### src/rtl/multicycle_ctrl.sv
// Multi-cycle control FSM: sequences FETCH/DECODE/EXEC/WB with an imem handshake and sticky faults.
// Optional performance counters are enabled by defining MC_CTRL_PERF_EN.
module multicycle_ctrl #(
  parameter int OP_W    = 6,
  parameter int TIMEOUT = 16
) (
  input  logic            clk_i,
  input  logic            rst_i,
  input  logic            start_i,
  input  logic            halt_i,
  input  logic [OP_W-1:0] instr_op_i,
  output logic            imem_req_o,
  input  logic            imem_ack_i,
  input  logic            zero_i,
  output logic            ir_write_o,
  output logic            pc_write_o,
  output logic            pc_src_o,
  output logic            reg_write_o,
  output logic            reg_dst_o,
  output logic            alu_src_o,
  output logic [2:0]      alu_op_o,
  output logic            busy_o,
  output logic [1:0]      fault_o
`ifdef MC_CTRL_PERF_EN
  ,
  output logic [31:0]     cycle_cnt_o,
  output logic [31:0]     instr_cnt_o
`endif
);

  localparam int CNT_W = (TIMEOUT > 1) ? $clog2(TIMEOUT) : 1;
  localparam logic [CNT_W-1:0] CNT_MAX = CNT_W'(TIMEOUT - 1);

  localparam logic [OP_W-1:0] OP_R    = OP_W'(6'b000000);
  localparam logic [OP_W-1:0] OP_BEQ  = OP_W'(6'b000100);
  localparam logic [OP_W-1:0] OP_BNE  = OP_W'(6'b000101);
  localparam logic [OP_W-1:0] OP_ADDI = OP_W'(6'b001000);
  localparam logic [OP_W-1:0] OP_SLTI = OP_W'(6'b001010);
  localparam logic [OP_W-1:0] OP_LUI  = OP_W'(6'b001111);
  localparam logic [OP_W-1:0] OP_ORI  = OP_W'(6'b001101);

  localparam logic [1:0] FLT_NONE    = 2'b00;
  localparam logic [1:0] FLT_TIMEOUT = 2'b01;
  localparam logic [1:0] FLT_ILLEGAL = 2'b10;

  typedef enum logic [2:0] {
    S_IDLE, S_FETCH, S_DECODE, S_EXEC, S_WB, S_FAULT
  } state_e;

  state_e           state_q, state_d;
  logic [OP_W-1:0]  opcode_q, opcode_d;
  logic [CNT_W-1:0] timeoutCnt_q, timeoutCnt_d;
  logic [1:0]       fault_q, fault_d;

  logic       isR, isBeq, isBne, isBranch, isImm, isLegal, brTaken;
  logic [2:0] aluOpDec;

  // Instruction class decode, always from the latched opcode so EXEC and WB agree
  assign isR      = (opcode_q == OP_R);
  assign isBeq    = (opcode_q == OP_BEQ);
  assign isBne    = (opcode_q == OP_BNE);
  assign isBranch = isBeq | isBne;
  assign isImm    = (opcode_q == OP_ADDI) | (opcode_q == OP_SLTI) |
                    (opcode_q == OP_LUI)  | (opcode_q == OP_ORI);
  assign isLegal  = isR | isBranch | isImm;
  assign brTaken  = (isBeq & zero_i) | (isBne & ~zero_i);

  always_comb begin
    aluOpDec = 3'b000;
    if (isR)                         aluOpDec = 3'b010;
    else if (isBranch)               aluOpDec = 3'b001;
    else if (opcode_q == OP_ADDI)    aluOpDec = 3'b100;
    else if (opcode_q == OP_SLTI)    aluOpDec = 3'b101;
    else if (opcode_q == OP_LUI)     aluOpDec = 3'b110;
    else if (opcode_q == OP_ORI)     aluOpDec = 3'b111;
  end

  always_ff @(posedge clk_i or posedge rst_i) begin
    if (rst_i) begin
      state_q      <= S_IDLE;
      opcode_q     <= '0;
      timeoutCnt_q <= '0;
      fault_q      <= FLT_NONE;
    end else begin
      state_q      <= state_d;
      opcode_q     <= opcode_d;
      timeoutCnt_q <= timeoutCnt_d;
      fault_q      <= fault_d;
    end
  end

  // An ack arriving on the last allowed FETCH cycle takes priority over the timeout
  always_comb begin
    state_d      = state_q;
    opcode_d     = opcode_q;
    timeoutCnt_d = timeoutCnt_q;
    fault_d      = fault_q;
    imem_req_o   = 1'b0;
    ir_write_o   = 1'b0;
    pc_write_o   = 1'b0;
    pc_src_o     = 1'b0;
    reg_write_o  = 1'b0;
    reg_dst_o    = 1'b0;
    alu_src_o    = 1'b0;
    alu_op_o     = 3'b000;
    unique case (state_q)
      S_IDLE: if (start_i) state_d = S_FETCH;
      S_FETCH: begin
        imem_req_o = 1'b1;
        if (imem_ack_i) begin
          ir_write_o   = 1'b1;
          pc_write_o   = 1'b1;
          opcode_d     = instr_op_i;
          timeoutCnt_d = '0;
          state_d      = S_DECODE;
        end else if (timeoutCnt_q == CNT_MAX) begin
          timeoutCnt_d = '0;
          fault_d      = FLT_TIMEOUT;
          state_d      = S_FAULT;
        end else begin
          timeoutCnt_d = timeoutCnt_q + 1'b1;
        end
      end
      S_DECODE: begin
        if (isLegal) state_d = S_EXEC;
        else begin
          fault_d = FLT_ILLEGAL;
          state_d = S_FAULT;
        end
      end
      S_EXEC: begin
        alu_op_o  = aluOpDec;
        alu_src_o = isImm;
        if (isBranch) begin
          pc_write_o = brTaken;
          pc_src_o   = brTaken;
          state_d    = halt_i ? S_IDLE : S_FETCH;
        end else begin
          state_d = S_WB;
        end
      end
      S_WB: begin
        alu_op_o    = aluOpDec;
        alu_src_o   = isImm;
        reg_write_o = 1'b1;
        reg_dst_o   = isR;
        state_d     = halt_i ? S_IDLE : S_FETCH;
      end
      S_FAULT: state_d = S_FAULT;
      default: state_d = S_IDLE;
    endcase
  end

  assign busy_o  = (state_q != S_IDLE) && (state_q != S_FAULT);
  assign fault_o = fault_q;

`ifdef MC_CTRL_PERF_EN
  logic        instrDone;
  logic [31:0] cycleCnt_q, instrCnt_q;

  // An instruction retires at a WB exit or at the EXEC exit of a branch
  assign instrDone = (state_q == S_WB) || ((state_q == S_EXEC) && isBranch);

  always_ff @(posedge clk_i or posedge rst_i) begin
    if (rst_i) begin
      cycleCnt_q <= '0;
      instrCnt_q <= '0;
    end else begin
      if (busy_o)    cycleCnt_q <= cycleCnt_q + 32'd1;
      if (instrDone) instrCnt_q <= instrCnt_q + 32'd1;
    end
  end

  assign cycle_cnt_o = cycleCnt_q;
  assign instr_cnt_o = instrCnt_q;
`endif

endmodule

### config.mk
export PLATFORM = sky130hd
export DESIGN_NAME = multicycle_ctrl
export DESIGN_NICKNAME = d
export VERILOG_FILES = /design/src/rtl/multicycle_ctrl.sv
export SDC_FILE = /design/constraint.sdc
export NUM_CORES = 1
export LEC_CHECK = 0
export BUFFER_PORTS_ARGS = -buffer_cell sky130_fd_sc_hd__buf_4
export CORE_ASPECT_RATIO = 0.7
export CORE_MARGIN = 2
export CORE_UTILIZATION = 35
export DETAILED_ROUTE_END_ITERATION = 8
export PLACE_DENSITY = 0.63
export SKIP_CTS_REPAIR_TIMING = 1
export SLEW_MARGIN = 20
export SYNTH_ARGS = -nofsm -noshare
export SYNTH_HDL_FRONTEND = slang
export SYNTH_SLANG_ARGS = --single-unit
### constraint.sdc
create_clock -name clk_i -period 3.4 [get_ports clk_i]
set_input_delay 0.34 -clock clk_i [delete_from_list [all_inputs] [get_ports clk_i]]
set_output_delay 0.34 -clock clk_i [all_outputs]
set_load 0.01 [all_outputs]
After elaboration in Yosys (flattened, before gate mapping):

Index checks and enable logic that the tools add are counted.

* flip-flop bits (word level): 15

* add/subtract/negate cells: 1
* equal/unequal tests: 18
* multiplexer cells: 29
* bitwise logic cells: 10
* reduce and logical (&&, ||, !) cells: 9

Operators by type and width (count)
* 3-bit two-way mux: 12
* 6-bit by 4-bit == test with 1-bit output (second input constant): 4
* 3-bit one-hot mux with 6 select lines: 1
* 6-bit by 3-bit == test with 1-bit output (second input constant): 2
* 1-bit two-way mux: 9
* 4-bit two-way mux: 2
* 2-bit != test (second input constant): 4
* 1-bit OR: 7
* 3-bit by 2-bit == test with 1-bit output (second input constant): 2
* 3-bit == test (second input constant): 2
* 6-bit zero test: 1
* 2-bit two-way mux: 3
* 3-bit != test (second input constant): 2
* 4-bit by 1-bit adder with 4-bit output (second input constant): 1
* 4-bit == test (second input constant): 1
* 2-bit one-hot mux with 2 select lines: 1
* 2-bit AND reduction: 2
* 4-bit AND reduction: 1
* 3-bit by 1-bit == test with 1-bit output (second input constant): 1
* 3-bit zero test: 1
* 3-bit nonzero test: 1
* 1-bit bitwise AND: 2
* 1-bit one-hot mux with 2 select lines: 1
* 2-bit nonzero test: 1
* 3 further kinds: 3

Logic depth before layout (Yosys ltp):

Gate-level depths: netlist of run 1.

* depth in word-level cells: 8
* depth in mapped cells: 6
* depth with buffers taken out: 4

Worst setup path after synthesis of run 1:

Ideal clock, no wire load.

* path type: reg2out
* from: register opcode_q[1]
* to: output pc_write_o
* data arrival time: 1.513 ns
* slack: 1.547 ns
* cell stages (with the launch flop): 4
* cell sequence: dfrtp_1 > or4b_1 > or2_1 > o31ai_1

* cells in the longest elaborated chain, start to end: 5
* elaborated cells between the ends (all ways): 8
* those cells by class: 2 x eq/ne; 2 x mux; 4 x bitwise

Ends and longest elaborated chain
* start: declaration: line 51 `logic [OP_W-1:0] opcode_q, opcode_d;`
* start signal: assignment: line 86 `opcode_q <= opcode_d;`
* 6-bit by 3-bit == test with 1-bit output (on tied branches): line 60, 61
* 1-bit bitwise AND: line 66 `assign brTaken = (isBeq & zero_i) | (isBne & ~zero_i);`
* 1-bit OR: line 66
* 1-bit two-way mux *: line 134 `if (isBranch) begin`
* 1-bit one-hot mux with 2 select lines *: line 106 `unique case (state_q)`
* end: declaration: line 16 `output logic pc_write_o,`

Mark *: on every way between the ends. The rest lies on a longest branch, timed or not.

Worst setup path after layout of run 1:

Same ends and word-level chain as after synthesis.

==> results of run 1 <==
## layer usage
metal / vias up / track usage
li1: 385 / -
met1: 381 / 0.165
met2: 15 / 0.231
met3: 4 / 0.0538
met4: 0 / 0.0383
met5: - / 0
## cells in the final DEF, fill, tap and decap left out, types with 2 or more instances in the layout
master,n
a21oi_1,3
buf_4,24
clkbuf_4,3
dfrtp_1,15
inv_1,6
mux2_1,2
mux2_2,4
nand2_1,7
nand2b_1,4
nand3_1,6
nand3b_1,2
nand4b_1,2
nor2_1,5
nor3_1,2
nor3b_1,2
nor4_1,2
o21ai_0,5
xnor2_1,2
## sequential cells by signal (all words and copies together) (netlist names)
| name | cells |
|---|---|
| timeoutCnt_q | 4 |
| opcode_q | 6 |
| state_q | 3 |
| fault_o | 2 |
## cell type report
class	count	area [um2]	area share
Clock buffer	4	26.3	0.0237
Inverter	7	26.3	0.0237
Multi-Input combinational cell	67	459	0.414
Sequential cell	15	375	0.338
Tap cell	34	42.5	0.0383
Timing Repair Buffer	24	180	0.162
## Yosys cell counts (all sizes together) (2+ instances only)
cell | number | share of area
a21oi | 3 | 0.017
buf | 3 | 0.027
clkbuf | 2 | 0.0084
dfrtp | 15 | 0.42
inv | 7 | 0.029
mux2 | 6 | 0.076
nand2 | 8 | 0.042
nand2b | 4 | 0.028
nand3 | 6 | 0.034
nand3b | 2 | 0.017
nand4b | 2 | 0.020
nor2 | 5 | 0.021
nor3 | 2 | 0.011
nor3b | 2 | 0.017
nor4 | 2 | 0.014
o21ai | 5 | 0.028
xnor2 | 2 | 0.020
## metrics by stage
step,util,cells
after floorplan,-,94
after global placement,0.444,147
after detailed placement,0.444,147
after CTS,0.455,151
after global routing,0.455,151
final,0.455,151
## cell families after synthesis
family | Yosys count
DFF | 15
adders and majority gates | 1
muxes | 6
and+or+nand+nor | 42
buffers and inverters | 12
xor gates and xnor gates | 2
AOI/OAI and AO/OA | 16
## power by group through the flow
stage / combinational (uW) / clock [uW] / sequential (uW)
after floorplan: 345 / 0 / 324
after global placement: 403 / 0 / 375
after global routing: 448 / 117 / 397
final: 405 / 103 / 380
after CTS: 412 / 106 / 378
after detailed placement: 409 / 0 / 380
## final timing paths
kind / start / endpoint / slack, ns
hold reg to reg: fault_o[1] / fault_o[1] / 0.52
hold / removal: rst_i / opcode_q[3] / 0.10
max in group asynchronous: rst_i / timeoutCnt_q[1] / 2.92
setup / recovery: opcode_q[1] / pc_write_o / 1.15
min in group clk_i: instr_op_i[3] / opcode_q[3] / 0.26
setup reg to reg: state_q[0] / fault_o[0] / 1.66
==> results.toml, run 1 <==
[run_status]
outcome = "complete, no violations"

[timing]
fmax_mhz = 445
post-route-period-util = 0.661
rsz0062_at_grt = "false"
slew_headroom = 0.574
final-max-slew-violation-count = 0
fin_crit_ns = 2.25
setup_slack_ns = 1.15
hold_slack_ns = 0.102
finalClockSkew_ns = 0.00485
fin_tns_setup_ns = 0
setup_viol = 0
worstMarginPinSlew_ns = 0.638
hold_viol = 0

[logic_synthesis]
synth_area_per_cell_um2 = 9.49
synth_nets = 107
synthMuxAreaShare = 0.0757
synth_compound_area_frac = 0.123
ys_dominant_reg_cell = "dfrtp_1"
synth_xor_area_frac = 0.0196
async_flop_share = 1.00
ys_warn_count = 0
yosysSeqAreaShare = 0.421
syn_inst = 94
synth_edf_count = 0
yosys.area_share.adder = 0.0140
syn_area_um2 = 892
synth-seq-cells = 15
synth_cell_types = 40
synthSimpleGateAreaFrac = 0.282
synth_top_family_by_area = "simple AND/OR/NAND/NOR gates"

[power_and_ir_drop]
switching_share = 0.417
p_leak_uw = 0.000502
p_sw_uw = 371
ir_drop_uv = 375
combPwrFrac = 0.456
power.internal_uw = 518
pwr-share-clk = 0.116
p_seq_frac = 0.427
finalPower_uw = 889
pwr_density_cell_nw_per_um2 = 801

[floorplan]
die_height_um = 46.2
die_x_um = 64.3
rows = 15
io_pins = 25
dieArea_um2 = 2980
start_util = 0.366
core_area_um2 = 2440

[clock_network]
clk_path_buf_depth = 2
clock_latency_ns = 0.29
cts.sinks = 15
root_buffer = "clkbuf_4"
htreeDepth = 1
cts_buffers = 3
cts_tree = "yes"
clk_pin_slew_worst_paths_ns = 0.09

[final_layout]
fill_cells = 265
stdcell_area_um2 = 1110
drive_gt1_frac = 0.282
layout.nets = 131
synthToLayoutAreaGrowth_pct = 24.4
antennaDiodeCount = 0

[global_route]
antenna_found_initial = 0
grt_pass1_wl_um = 3030
grt_overflow = 0
track_usage = 0.136
grt_pass1_vias = 705
grt_max_degree = 16

[detailed_routing]
drtIter0Drc = 15
met3_length_um = 104
vias = 785
post-route-drc-count = 0
drt-pass1-iter-count = 4
routed_wl_um = 1880
highest_layer = "met4"
vias_per_cell = 5.20
wl_per_cell_um = 12.5
final_antenna_net_count = 0
drt-met1-wl_um = 873
wl_met2_um = 885

[worst_setup_path]
critical_path_class = "reg2out"
rr_worst_depth = 3
path_cells = "or4b_1 -> or2_1 -> o31ai_1 -> buf_4"
critPathCaptureType = "output port"
start_kind = "register"
required_ns = 3.06
crit_buf_inv = 1
critPathMaxStageDelay_ns = 0.56
path_delay_family = "simple AND/OR/NAND/NOR gates"
cp.depth = 4
cp.arrival_ns = 1.91
slowest_stage = "or4b_1"
crit_path_max_fanout = 4

[placed_design]
dpl_cell_area_um2 = 1080
hpwlAfterDp_um = 1430
portBuffers = 24
place_congestion = 0.724
post-place-ws_ns = 1.46

[run]
drv_cap = 0

[hold_path]
hp-class = "in2async"
No activity file was read; power rests on OpenSTA's default activity.
==> run 2: changes to the inputs <==
--- a/config.mk
+++ b/config.mk
@@ -5,12 +5,13 @@
 export SDC_FILE = /design/constraint.sdc
 export NUM_CORES = 1
 export LEC_CHECK = 0
+export ABC_AREA = 1
 export BUFFER_PORTS_ARGS = -buffer_cell sky130_fd_sc_hd__buf_4
 export CORE_ASPECT_RATIO = 0.7
 export CORE_MARGIN = 2
 export CORE_UTILIZATION = 35
 export DETAILED_ROUTE_END_ITERATION = 8
-export PLACE_DENSITY = 0.63
+export PLACE_DENSITY = 0.65
 export SKIP_CTS_REPAIR_TIMING = 1
 export SLEW_MARGIN = 20
 export SYNTH_ARGS = -nofsm -noshare
==> constraint.sdc (replaced) <==
create_clock -name clk_i -period 1.9 [get_ports clk_i]
set_input_delay 0.19 -clock clk_i [delete_from_list [all_inputs] [get_ports clk_i]]
set_output_delay 0.19 -clock clk_i [all_outputs]
set_load 0.01 [all_outputs]
==> run 2 against run 1 <==
Effect of this change:
- the run now ends with negative hold slack left
- sequential power increased by 63%
- final area grew 8.5%
- clock skew is 0.0016 ns lower
- clock power increased to 2.5 times the previous value
- count of clock-buffer cells in the layout fell by 1
- synthesized cell count increased by 29%
- critical endpoint unchanged
==> results.toml, run 2 <==
[run_status]
outcome = "complete, but fails checks"
violations = "negative hold slack"

[power_and_ir_drop]
pwr_density_cell_nw_per_um2 = 1520
p_leak_uw = 0.000642
ir_drop_uv = 647

[placed_design]
portBuffers = 24
dpl_cell_area_um2 = 1130
hpwlAfterDp_um = 1690
place_congestion = 0.863

[worst_setup_path]
crit_path_max_fanout = 8
start_kind = "register"
r2r_start = "state_q[1]"
critPathLaunch = "state_q[1]"
cp.arrival_ns = 1.52
critPathCaptureType = "output port"
critical_path_class = "reg2out"
required_ns = 1.71

[logic_synthesis]
syn_inst = 121
ys_dominant_reg_cell = "dfrtp_1"
synth_common_cells = "29 x nand2_1, 16 x inv_1, 16 x nor2_1"
synth_top_cell_area_share = 0.410
syn_area_um2 = 916
synth_area_per_cell_um2 = 7.57
ys_warn_count = 0
synth-seq-cells = 15
synth_cell_types = 25
synth_edf_count = 0
yosysMostFrequentCell = "nand2_1"
synth_area_leaders = "dfrtp_1 41%, nand2_1 12%, inv_1 6.6%"
yosysSeqAreaShare = 0.410
synth_top_area_cell = "dfrtp_1"
synth_nets = 134
async_flop_share = 1.00

[timing]
setup_viol = 0
final-max-slew-violation-count = 0
finalClockSkew_ns = 0.00330
post-route-period-util = 0.902
fmax_mhz = 584
hold_slack_ns = -0.0105
rsz0062_at_grt = "false"
worstMarginPinSlew_ns = 0.551
slew_headroom = 0.632
hold_viol = 15
fin_tns_setup_ns = 0
fin_crit_ns = 1.71

[clock_network]
clock_latency_ns = 0.25
clk_pin_slew_worst_paths_ns = 0.06
clk_path_buf_depth = 2
cts_buffers = 3
htreeDepth = 1
cts.sinks = 15
cts_tree = "yes"
root_buffer = "clkbuf_8"

[floorplan]
core_area_um2 = 2480
rows = 15
start_util = 0.370
die_x_um = 65.1
dieArea_um2 = 3050
io_pins = 25
die_height_um = 46.8

[final_layout]
largest_reg_flops = 6
antennaDiodeCount = 0
stdcell_area_um2 = 1200
synthToLayoutAreaGrowth_pct = 31.4
layout.nets = 166
largest_register = "opcode_q"
most-common-layout-cells = "29 x nand2_1, 28 x buf_4, 16 x inv_1, 16 x nor2_1, 15 x dfrtp_1"
fill_cells = 253
final_common_cell = "nand2_1"
reg.largest.list = "opcode_q (6), timeoutCnt_q (4), state_q (3)"
drive_gt1_frac = 0.303

[detailed_routing]
wl_per_cell_um = 11.3
drt-pass1-iter-count = 4
post-route-drc-count = 0
vias = 860
final_antenna_net_count = 0
drtIter0Drc = 40
vias_per_cell = 4.62
routed_wl_um = 2110

[global_route]
grt_overflow = 0
antenna_found_initial = 0
grt_pass1_vias = 777
grt_max_degree = 16
grt_pass1_wl_um = 3460
track_usage = 0.155

[hold_path]
hp-class = "in2async"

[run]
drv_cap = 0
[run 2: report_power, final]
group	leakage (uW)	total, uW	internal (uW)	switching (uW)
Clock	0.0000255	258	145	113
Sequential	0.000189	618	472	146
Combinational	0.000427	954	393	561
Total	0.000642	1830	1010	819
[run 2: routing by layer]
metal,vias to the layer above,GRT usage,wire (um)
met4,0,0.0833,31
met1,386,0.228,1090
met2,16,0.219,921
met3,4,0.0288,70
li1,454,-,-
met5,-,0,0
[run 2: critical path, cell delays in order, from the launching register on]
cell and delay [ns]:
dfrtp_1 0.43, nor2_2 0.19, nand2_4 0.13, nor2_4 0.20
inv_2 0.09, o21ai_0 0.09, buf_4 0.15
[run 2: kinds of logic after synthesis]
logic type	share of synthesized area
buffers and inverters	0.0861
DFF	0.410
AOI/OAI and AO/OA	0.104
xor gates and xnor gates	0.0287
and+or+nand+nor	0.358
adders and majority gates	0.0137
[run 2: worst paths after layout]
path	endpoint	slack (ns)	cells past startpoint
min in group clk_i	opcode_q[2]	0.15	3
worst max-delay path	pc_write_o	0.19	6
worst min register to register	fault_o[1]	0.49	2
worst min-delay path	fault_o[0]	-0.01	2
worst max register to register	state_q[0]	0.58	8
max in group asynchronous	opcode_q[3]	1.55	2
[run 2: cell type report]
cell class,instances,area [um2],area share
multi-input combinational,87,462,0.384
timing repair buffer,28,210,0.175
tap,34,42.5,0.0353
clock inverter,1,5.00,0.00416
sequential,15,375,0.312
inverter,18,67.6,0.0561
clock buffer,3,41.3,0.0343
[run 2: per-stage QoR]
stage	cells	setup slack, ns	utilization	power (uW)
after global placement	178	0.447	0.455	1510
after global routing	186	0.0414	0.486	2000
after floorplan	121	0.583	-	1240
after CTS	182	0.120	0.474	1800
after detailed placement	178	0.398	0.455	1530
final	186	0.187	0.486	1830
